## src/rtl/program_loader.sv

```systemverilog
// program_loader: front-panel program loader and program memory for the DE0 CPU shell.
//
// In program mode every debounced press of the program-clock button stores the
// switch byte at the next sequential address, starting at 0. In run mode the
// loader is idle and the CPU fetches through a registered read port.
//
// Ports:
//   clock      system clock, all state on the rising edge
//   reset_N    asynchronous active-low reset (memory contents are not reset)
//   mode       raw switch, 1 = program mode, 0 = run mode
//   p_clock_N  raw push button, active low
//   io_in      raw switch byte to be written
//   cpu_addr   CPU instruction fetch address
//   cpu_data   registered mem[cpu_addr], one cycle latency
//   load_addr  next address to be written
//   wr_strobe  one-cycle pulse after each memory write
//   full       last address has been written
//   overflow   sticky, a press was accepted while full
module program_loader #(
    parameter int unsigned ADDR_WIDTH      = 5,
    parameter int unsigned DEBOUNCE_CYCLES = 2
) (
    input  logic                  clock,
    input  logic                  reset_N,
    input  logic                  mode,
    input  logic                  p_clock_N,
    input  logic [7:0]            io_in,
    input  logic [ADDR_WIDTH-1:0] cpu_addr,
    output logic [7:0]            cpu_data,
    output logic [ADDR_WIDTH-1:0] load_addr,
    output logic                  wr_strobe,
    output logic                  full,
    output logic                  overflow
);

    localparam int unsigned Depth = 2 ** ADDR_WIDTH;
    localparam int unsigned CntW  = (DEBOUNCE_CYCLES > 1) ? $clog2(DEBOUNCE_CYCLES) : 1;
    localparam logic [ADDR_WIDTH-1:0] LastAddr = '1;

    typedef enum logic [1:0] {StIdle, StArmed, StPressed, StWaitRel} state_e;

    state_e                  state_q, state_d;
    logic                    mode_s1, mode_s2;
    logic                    btn_s1, btn_s2;
    logic                    btn_db;
    logic [7:0]              io_q;
    logic [ADDR_WIDTH-1:0]   load_addr_q, load_addr_d;
    logic                    full_q, full_d;
    logic                    overflow_q, overflow_d;
    logic                    wr_strobe_q;
    logic                    mem_we;
    logic [7:0]              cpu_data_q;
    logic [7:0]              mem [Depth];

    // Input conditioning: 2-FF synchronizers for mode and button, one stage for data.
    always_ff @(posedge clock or negedge reset_N) begin
        if (!reset_N) begin
            mode_s1 <= 1'b0;
            mode_s2 <= 1'b0;
            btn_s1  <= 1'b1;
            btn_s2  <= 1'b1;
            io_q    <= '0;
        end else begin
            mode_s1 <= mode;
            mode_s2 <= mode_s1;
            btn_s1  <= p_clock_N;
            btn_s2  <= btn_s1;
            io_q    <= io_in;
        end
    end

    generate
        if (DEBOUNCE_CYCLES == 0) begin : g_no_debounce
            always_ff @(posedge clock or negedge reset_N) begin
                if (!reset_N) btn_db <= 1'b1;
                else          btn_db <= btn_s2;
            end
        end else begin : g_debounce
            logic [CntW-1:0] db_cnt_q;

            // The count only advances while the synced level disagrees with the
            // accepted level; any agreement (a bounce) restarts it.
            always_ff @(posedge clock or negedge reset_N) begin
                if (!reset_N) begin
                    btn_db   <= 1'b1;
                    db_cnt_q <= '0;
                end else if (btn_s2 == btn_db) begin
                    db_cnt_q <= '0;
                end else if (db_cnt_q == CntW'(DEBOUNCE_CYCLES - 1)) begin
                    btn_db   <= btn_s2;
                    db_cnt_q <= '0;
                end else begin
                    db_cnt_q <= db_cnt_q + 1'b1;
                end
            end
        end
    endgenerate

    always_ff @(posedge clock or negedge reset_N) begin
        if (!reset_N) begin
            state_q     <= StIdle;
            load_addr_q <= '0;
            full_q      <= 1'b0;
            overflow_q  <= 1'b0;
            wr_strobe_q <= 1'b0;
        end else begin
            state_q     <= state_d;
            load_addr_q <= load_addr_d;
            full_q      <= full_d;
            overflow_q  <= overflow_d;
            wr_strobe_q <= mem_we;
        end
    end

    // ARMED is only entered with the debounced level high, so a low level seen
    // there is the 1->0 press edge.
    always_comb begin
        state_d     = state_q;
        load_addr_d = load_addr_q;
        full_d      = full_q;
        overflow_d  = overflow_q;
        mem_we      = 1'b0;
        if (!mode_s2) begin
            state_d = StIdle;
        end else begin
            case (state_q)
                StIdle: begin
                    load_addr_d = '0;
                    full_d      = 1'b0;
                    overflow_d  = 1'b0;
                    // A button already held on entry must be released first.
                    state_d     = btn_db ? StArmed : StWaitRel;
                end
                StArmed: begin
                    if (!btn_db) begin
                        state_d = StPressed;
                        if (full_q) begin
                            overflow_d = 1'b1;
                        end else begin
                            mem_we = 1'b1;
                            if (load_addr_q == LastAddr) full_d = 1'b1;
                            else                         load_addr_d = load_addr_q + 1'b1;
                        end
                    end
                end
                StPressed: if (btn_db) state_d = StArmed;
                StWaitRel: if (btn_db) state_d = StArmed;
                default:   state_d = StIdle;
            endcase
        end
    end

    // Program memory is deliberately left out of reset so a run-mode reset keeps the program.
    always_ff @(posedge clock) begin
        if (mem_we) mem[load_addr_q] <= io_q;
    end

    // Read-before-write: a same-cycle write to cpu_addr returns the old byte.
    always_ff @(posedge clock or negedge reset_N) begin
        if (!reset_N) cpu_data_q <= '0;
        else          cpu_data_q <= mem[cpu_addr];
    end

    assign cpu_data  = cpu_data_q;
    assign load_addr = load_addr_q;
    assign wr_strobe = wr_strobe_q;
    assign full      = full_q;
    assign overflow  = overflow_q;

endmodule
```

## config.mk

```make
export PLATFORM = sky130hd
export DESIGN_NAME = program_loader
export DESIGN_NICKNAME = d
export VERILOG_FILES = /design/src/rtl/program_loader.sv
export SDC_FILE = /design/constraint.sdc
export NUM_CORES = 1
export LEC_CHECK = 0
export CAP_MARGIN = 10
export CORE_UTILIZATION = 45
export CTS_BUF_LIST = sky130_fd_sc_hd__clkbuf_4
export DETAILED_ROUTE_END_ITERATION = 6
export GPL_TIMING_DRIVEN = 0
export PLACE_DENSITY = 0.63
export SYNTH_ARGS = -nofsm -noshare
export SYNTH_HDL_FRONTEND = slang
export SYNTH_SLANG_ARGS = --single-unit
```

## constraint.sdc

```tcl
create_clock -name clock -period 2.9 [get_ports clock]
set_input_delay 0.58 -clock clock [delete_from_list [all_inputs] [get_ports clock]]
set_output_delay 0.58 -clock clock [all_outputs]
set_load 0.1 [all_outputs]
```

==> impl_metrics.toml, run 1 <==
[die]
fp.coreArea_mm2 = 0.0237
initial_utilization = 0.463
die_area_mm2 = 0.0250
pin_count = 33
row_count = 56
dieWidth_um = 158
die_h_um = 158

[worst_setup_path]
reg2reg_slack_ps = -10
crit_fanout = 8
path_class = "reg2reg"
worstSetupEndpointType = "flop"
r2r-start = "state_q[1]"
setup.worst_path.end = "mem[2][1]"
reg2reg_depth = 3
max_stage_delay_ps = 780
cp_slowest_cell = "nor2_1"
startpoint = "state_q[1]"
cp.arrival_ps = 3180
r2r-end = "mem[2][1]"
critPathRequiredTime_ps = 3160
start_kind = "flop"
path_cells = "nor4b_1 > nand3_1 > nor2_1"

[placement]
numPortBuffers = 27
gp_congestion = 0.818
dpl.hpwl_mm = 13.9

[pwr]
p_leak_nw = 4.13
ir_drop_mv = 0.404
p_per_area_mw_per_mm2 = 696

[detailed_routing]
viasPerCell = 5.41
via_count = 5236
dr.pass1.iters = 5
final_antenna_net_count = 0
drc_errors = 0
drt-initial-drc-count = 452
wl_per_cell_um = 22.6
wl_mm = 21.9

[status]
outcome = "finished with violations"
violations = "negative setup slack"

[clock_network]
path_clk_slew_ps = 60
insertion_delay_ps = 680
clock-sinks = 288
post_cts_buffers = 0
htreeDepth = 3
numCtsBuffers = 73
cts_max_path_buffers = 3
cts_tree = "built"
cts_root_buf = "clkbuf_4"

[timing]
slew_headroom = 0.240
drv_slew = 0
fin_crit_sh = 1.00
period_minus_slack_ps = 2910
worst_pin_slew_ps = 1140
setup_viol = 11
finClkSkew_ps = 57.0
tns_ps = -68.6
hold_viol_final = 0
fin_ws_ps = -14.1
fmax_mhz = 343
rsz0062_at_grt = "true"
hold_ws_ps = 329

[yosys]
syn-instance-count = 486
syn_nets = 508
yosys.cell_types.count = 30
synth_seq_cells = 288
yosys.area.top_type = "edfxtp_1"
synth_warnings = 0
seq_area_frac_synth = 0.774
synth_area_leaders = "edfxtp_1, mux4_2, dfrtp_1"
synthesis.area_mm2 = 0.0110
synth.avg_cell_area_um2 = 22.6
yosys.area.top_type_share = 0.700

[finish]
layout_commonest_cell = "edfxtp_1"
nets = 612
fillerInstances = 1900
mostFrequentLayoutCells = "edfxtp_1, clkbuf_4, mux4_2, dfrtp_1, nor2_1"
area_growth_pct = 15.0
drive_gt1_frac = 0.359

[grt]
grt_pass1_wl_mm = 33.6
grt_max_degree = 33
track_usage = 0.191
grt_pass1_vias = 5588
antenna_found_initial = 1
gr-total-overflow = 0

[job]
max-cap-violations = 0

[worst_hold_path]
hold_class = "in2reg"
## final cells by class
cell class,instances,area [um2],area share
buffer,23,118,0.00932
tap,319,399,0.0316
sequential,288,8490,0.673
clock buffer,116,871,0.0690
multi-input combinational,169,2370,0.188
inverter,6,22.5,0.00178
antenna,2,5.00,0.000396
timing repair buffer,29,290,0.0230
clock inverter,15,57.6,0.00456
## layer usage
metal	GRT usage	wire (um)
met2	0.297	10700
met3	0.0498	1510
met4	0.0687	313
met5	0	0
met1	0.263	9380
## where the power goes
part           internal (mW)  switching (mW)
clock                   1.81            1.52
combinational          0.255           0.483
sequential              4.61           0.110
total                   6.67            2.11
## worst max-delay path, delay by kind of cell (launching register included)
| family | cells | cell delay, ps |
|---|---|---|
| and+or+nand+nor | 3 | 2090 |
| DFF | 1 | 420 |
## sequential cells by signal (all words and copies together) (netlist names)
register	cells
g_debounce.db_cnt_q	1
load_addr	5
btn_s2	1
btn_s1	1
mode_s2	1
btn_db	1
mode_s1	1
full	1
state_q	2
io_q	8
cpu_data	8
mem	256
wr_strobe	1
overflow	1
## stage by stage
| stage | power (mW) | cells | utilization | instance area, um2 | setup WS (ps) |
|---|---|---|---|---|---|
| 2_1_floorplan | 5.30 | 486 | - | 11000 | 322 |
| 3_3_place_gp | 5.53 | 832 | 0.492 | 11600 | -263 |
| 3_5_place_dp | 5.55 | 832 | 0.491 | 11600 | -308 |
| 4_1_cts | 8.88 | 964 | 0.531 | 12600 | -37.1 |
| 5_1_grt | 9.17 | 967 | 0.533 | 12600 | -165 |
| 6_report | 8.78 | 967 | 0.533 | 12600 | -14.1 |
## cells by family (layout without fill, tap and decap cells)
logic type,after synthesis,in the layout,share of synthesized area
AND/OR/NAND/NOR,59,59,0.0247
buffers and inverters,29,189,0.0128
other,0,2,0
multiplexers,89,89,0.173
AO/OA/AOI/OAI,14,14,0.00809
flip-flops,288,288,0.774
adder cells (fa/ha/maj),5,5,0.00570
XOR/XNOR,2,2,0.00160
## Yosys cell counts
cell,number
and3_1,1
nor2b_1,1
nand3b_1,3
buf_4,6
edfxtp_1,256
nor2_1,38
clkbuf_1,8
or3_1,1
nor3b_1,1
ha_1,5
buf_1,7
o21a_1,1
o21ai_0,3
inv_1,6
o31ai_1,5
xnor2_1,2
buf_2,1
nand2b_1,1
dfstp_2,3
buf_6,1
nand2_1,3
dfrtp_1,29
o31a_1,1
mux4_2,80
nand3_1,6
or4_1,2
or3b_2,1
mux2_2,9
a21oi_1,4
nor4b_1,1
## timing repair
item,4_1_cts,5_1_grt
setup endpoints to repair,20,233
endpoints found under the hold margin,23,0
hold buffers,1,0
resized for setup,4,10
## how the worst min path moves through the flow
| stage | endpoint | cells after the start | slack, ps | startpoint |
|---|---|---|---|---|
| after floorplan | cpu_data[0] | 0 | 280 | reset_N |
| after global placement | mode_s2 | 0 | 330 | mode_s1 |
| after detailed placement | mode_s2 | 0 | 340 | mode_s1 |
| after CTS | btn_s1 | 1 | 270 | p_clock_N |
| after global routing | btn_s1 | 1 | 300 | p_clock_N |
| final | btn_s1 | 1 | 330 | p_clock_N |
Note: power is estimated with default switching activity, not from simulation.
==> inputs of run 2 (changes only) <==
- CORE_ASPECT_RATIO: unset -> 0.7
- CTS_BUF_LIST: sky130_fd_sc_hd__clkbuf_4 -> sky130_fd_sc_hd__clkbuf_8 sky130_fd_sc_hd__clkbuf_16
- clock period: 2.9 -> 2.7 ns (I/O delays scaled with it)
==> run 2 against run 1 <==
The run now ends clean. Clock skew down 29 ps. Cell count down 8.5%. Die area about the same. Total power up 13%. Sequential share of layout area down 0.57 points. Sequential power up 7.4%. Via count down 3.4%. Wire length up 5.7%. Core utilization up 0.28 points. Non-clock buffer count unchanged. Clock-buffer cell count down 87. Flip-flop and latch count unchanged. Largest power group unchanged.
==> impl_metrics.toml, run 2 (same netlist as run 1, synthesis figures left out) <==
[placement]
numPortBuffers = 27
preCtsSetupSlack_ps = -460
dpl.hpwl_mm = 14.8
dpl_cell_area_mm2 = 0.0116
gp_congestion = 0.806

[pwr]
p_leak_nw = 4.08
p_sw_mw = 2.31
p_seq_frac = 0.511
p_per_area_mw_per_mm2 = 780
pwr-share-clk = 0.406
swShare = 0.232
ir_drop_mv = 0.504
combPwrFrac = 0.084
p_int_mw = 7.62

[finish]
fin_area_mm2 = 0.0127
largest_register = "mem"
mostFrequentLayoutCells = "edfxtp_1, mux4_2, nor2_2, dfrtp_1, clkbuf_16"
area_growth_pct = 16.0
utilization = 0.536
nets = 567
drive_gt1_frac = 0.319
antenna_cells = 0
largest_reg_flops = 256
layout_commonest_cell = "edfxtp_1"
fillerInstances = 1872

[timing]
tns_ps = 0
period_minus_slack_ps = 2620
fin_crit_sh = 0.971
worst_pin_slew_ps = 1200
finClkSkew_ps = 27.7
setup_viol = 0
slew_headroom = 0.203
rsz0062_at_grt = "true"
fin_ws_ps = 77.0
hold_viol_final = 0
fmax_mhz = 381
drv_slew = 0
hold_ws_ps = 86.0

[grt]
track_usage = 0.189
gr-total-overflow = 0
antenna_found_initial = 0
grt_max_degree = 33
grt_pass1_wl_mm = 33.6
grt_pass1_vias = 5054

[clock_network]
insertion_delay_ps = 560
htreeDepth = 1
numCtsBuffers = 28
clock-sinks = 288
holdBufCountCts = 0
cts_root_buf = "clkbuf_16"
cts_max_path_buffers = 3
path_clk_slew_ps = 60
cts_tree = "built"

[detailed_routing]
final_antenna_net_count = 0
viasPerCell = 5.71
drc_errors = 0
wl_per_cell_um = 26.1
drt-initial-drc-count = 464
via_count = 5057
dr.pass1.iters = 5
wl_mm = 23.1

[die]
die_area_mm2 = 0.0250
die_h_um = 133
pin_count = 33
dieWidth_um = 189
fp.coreArea_mm2 = 0.0238
initial_utilization = 0.462
row_count = 47

[worst_setup_path]
critPathRequiredTime_ps = 2160
path_class = "reg2out"
critPathTopFamily = "buffers and inverters"
crit_fanout = 3
worstSetupEndpointType = "output port"
cp_slowest_cell = "clkdlybuf4s50_1"
cp.arrival_ps = 2080
max_stage_delay_ps = 1150
path_cells = "clkdlybuf4s50_1"
crit_buf_inv = 1
start_kind = "flop"

[status]
outcome = "complete, no violations"

[worst_hold_path]
hold_class = "in2async"

[job]
max-cap-violations = 0
[run 2: cell count changes in the layout (fill, tap and decap cells not counted), moves of 8 or more]
cell	before	now
nor2_1	27	6
clkbuf_4	116	0
nor2_2	11	32
clkinv_1	13	5
clkbuf_16	0	28
[run 2: area by class of cell]
class                   count  area, um2  share of cell area
flip-flops and latches    288       8490               0.667
multi-input cells         169       2440               0.192
clock buffers              29        714              0.0561
well taps                 318        398              0.0312
repair buffers             29        307              0.0241
clock inverters            23        243              0.0191
plain buffers              23        118             0.00924
inverters                   6       22.5             0.00177
[run 2: worst paths after layout]
check	from	end	slack [ps]	cells past startpoint
setup / recovery	load_addr[4]	load_addr[4]	80	1
hold / removal	reset_N	io_q[6]	90	1
setup reg to reg	full	mem[31][2]	140	3
hold reg to reg	mode_s1	mode_s2	350	0
max in group asynchronous	reset_N	cpu_data[3]	2060	1
min in group clock	mode_s1	mode_s2	350	0
[run 2: stage by stage]
stage | cells | total power, mW
CTS | 883 | 9.96
global placement | 831 | 5.96
finish | 885 | 9.93
detailed placement | 831 | 5.98
floorplan | 486 | 5.70
global route | 885 | 10.2
[run 2: power groups by stage]
stage / Combinational (mW) / Clock [mW] / Sequential (mW)
after floorplan: 0.347 / 0 / 5.35
after CTS: 0.806 / 4.08 / 5.08
after global routing: 0.872 / 4.25 / 5.09
after detailed placement: 0.804 / 0 / 5.18
final: 0.831 / 4.03 / 5.07
after global placement: 0.791 / 0 / 5.17
[run 2: what timing repair did]
item | in CTS | in global routing
gates cloned | 0 | 0
gates resized for setup | 32 | 7
endpoints found under the setup margin | 259 | 257
setup buffers | 0 | 0
[run 2: layer usage]
metal / vias up / track usage / share of wire
met5: - / 0 / 0
met3: 35 / 0.0321 / 0.065
met1: 2717 / 0.308 / 0.48
met4: 0 / 0.0341 / 0.017
met2: 161 / 0.269 / 0.44
li1: 2144 / - / -
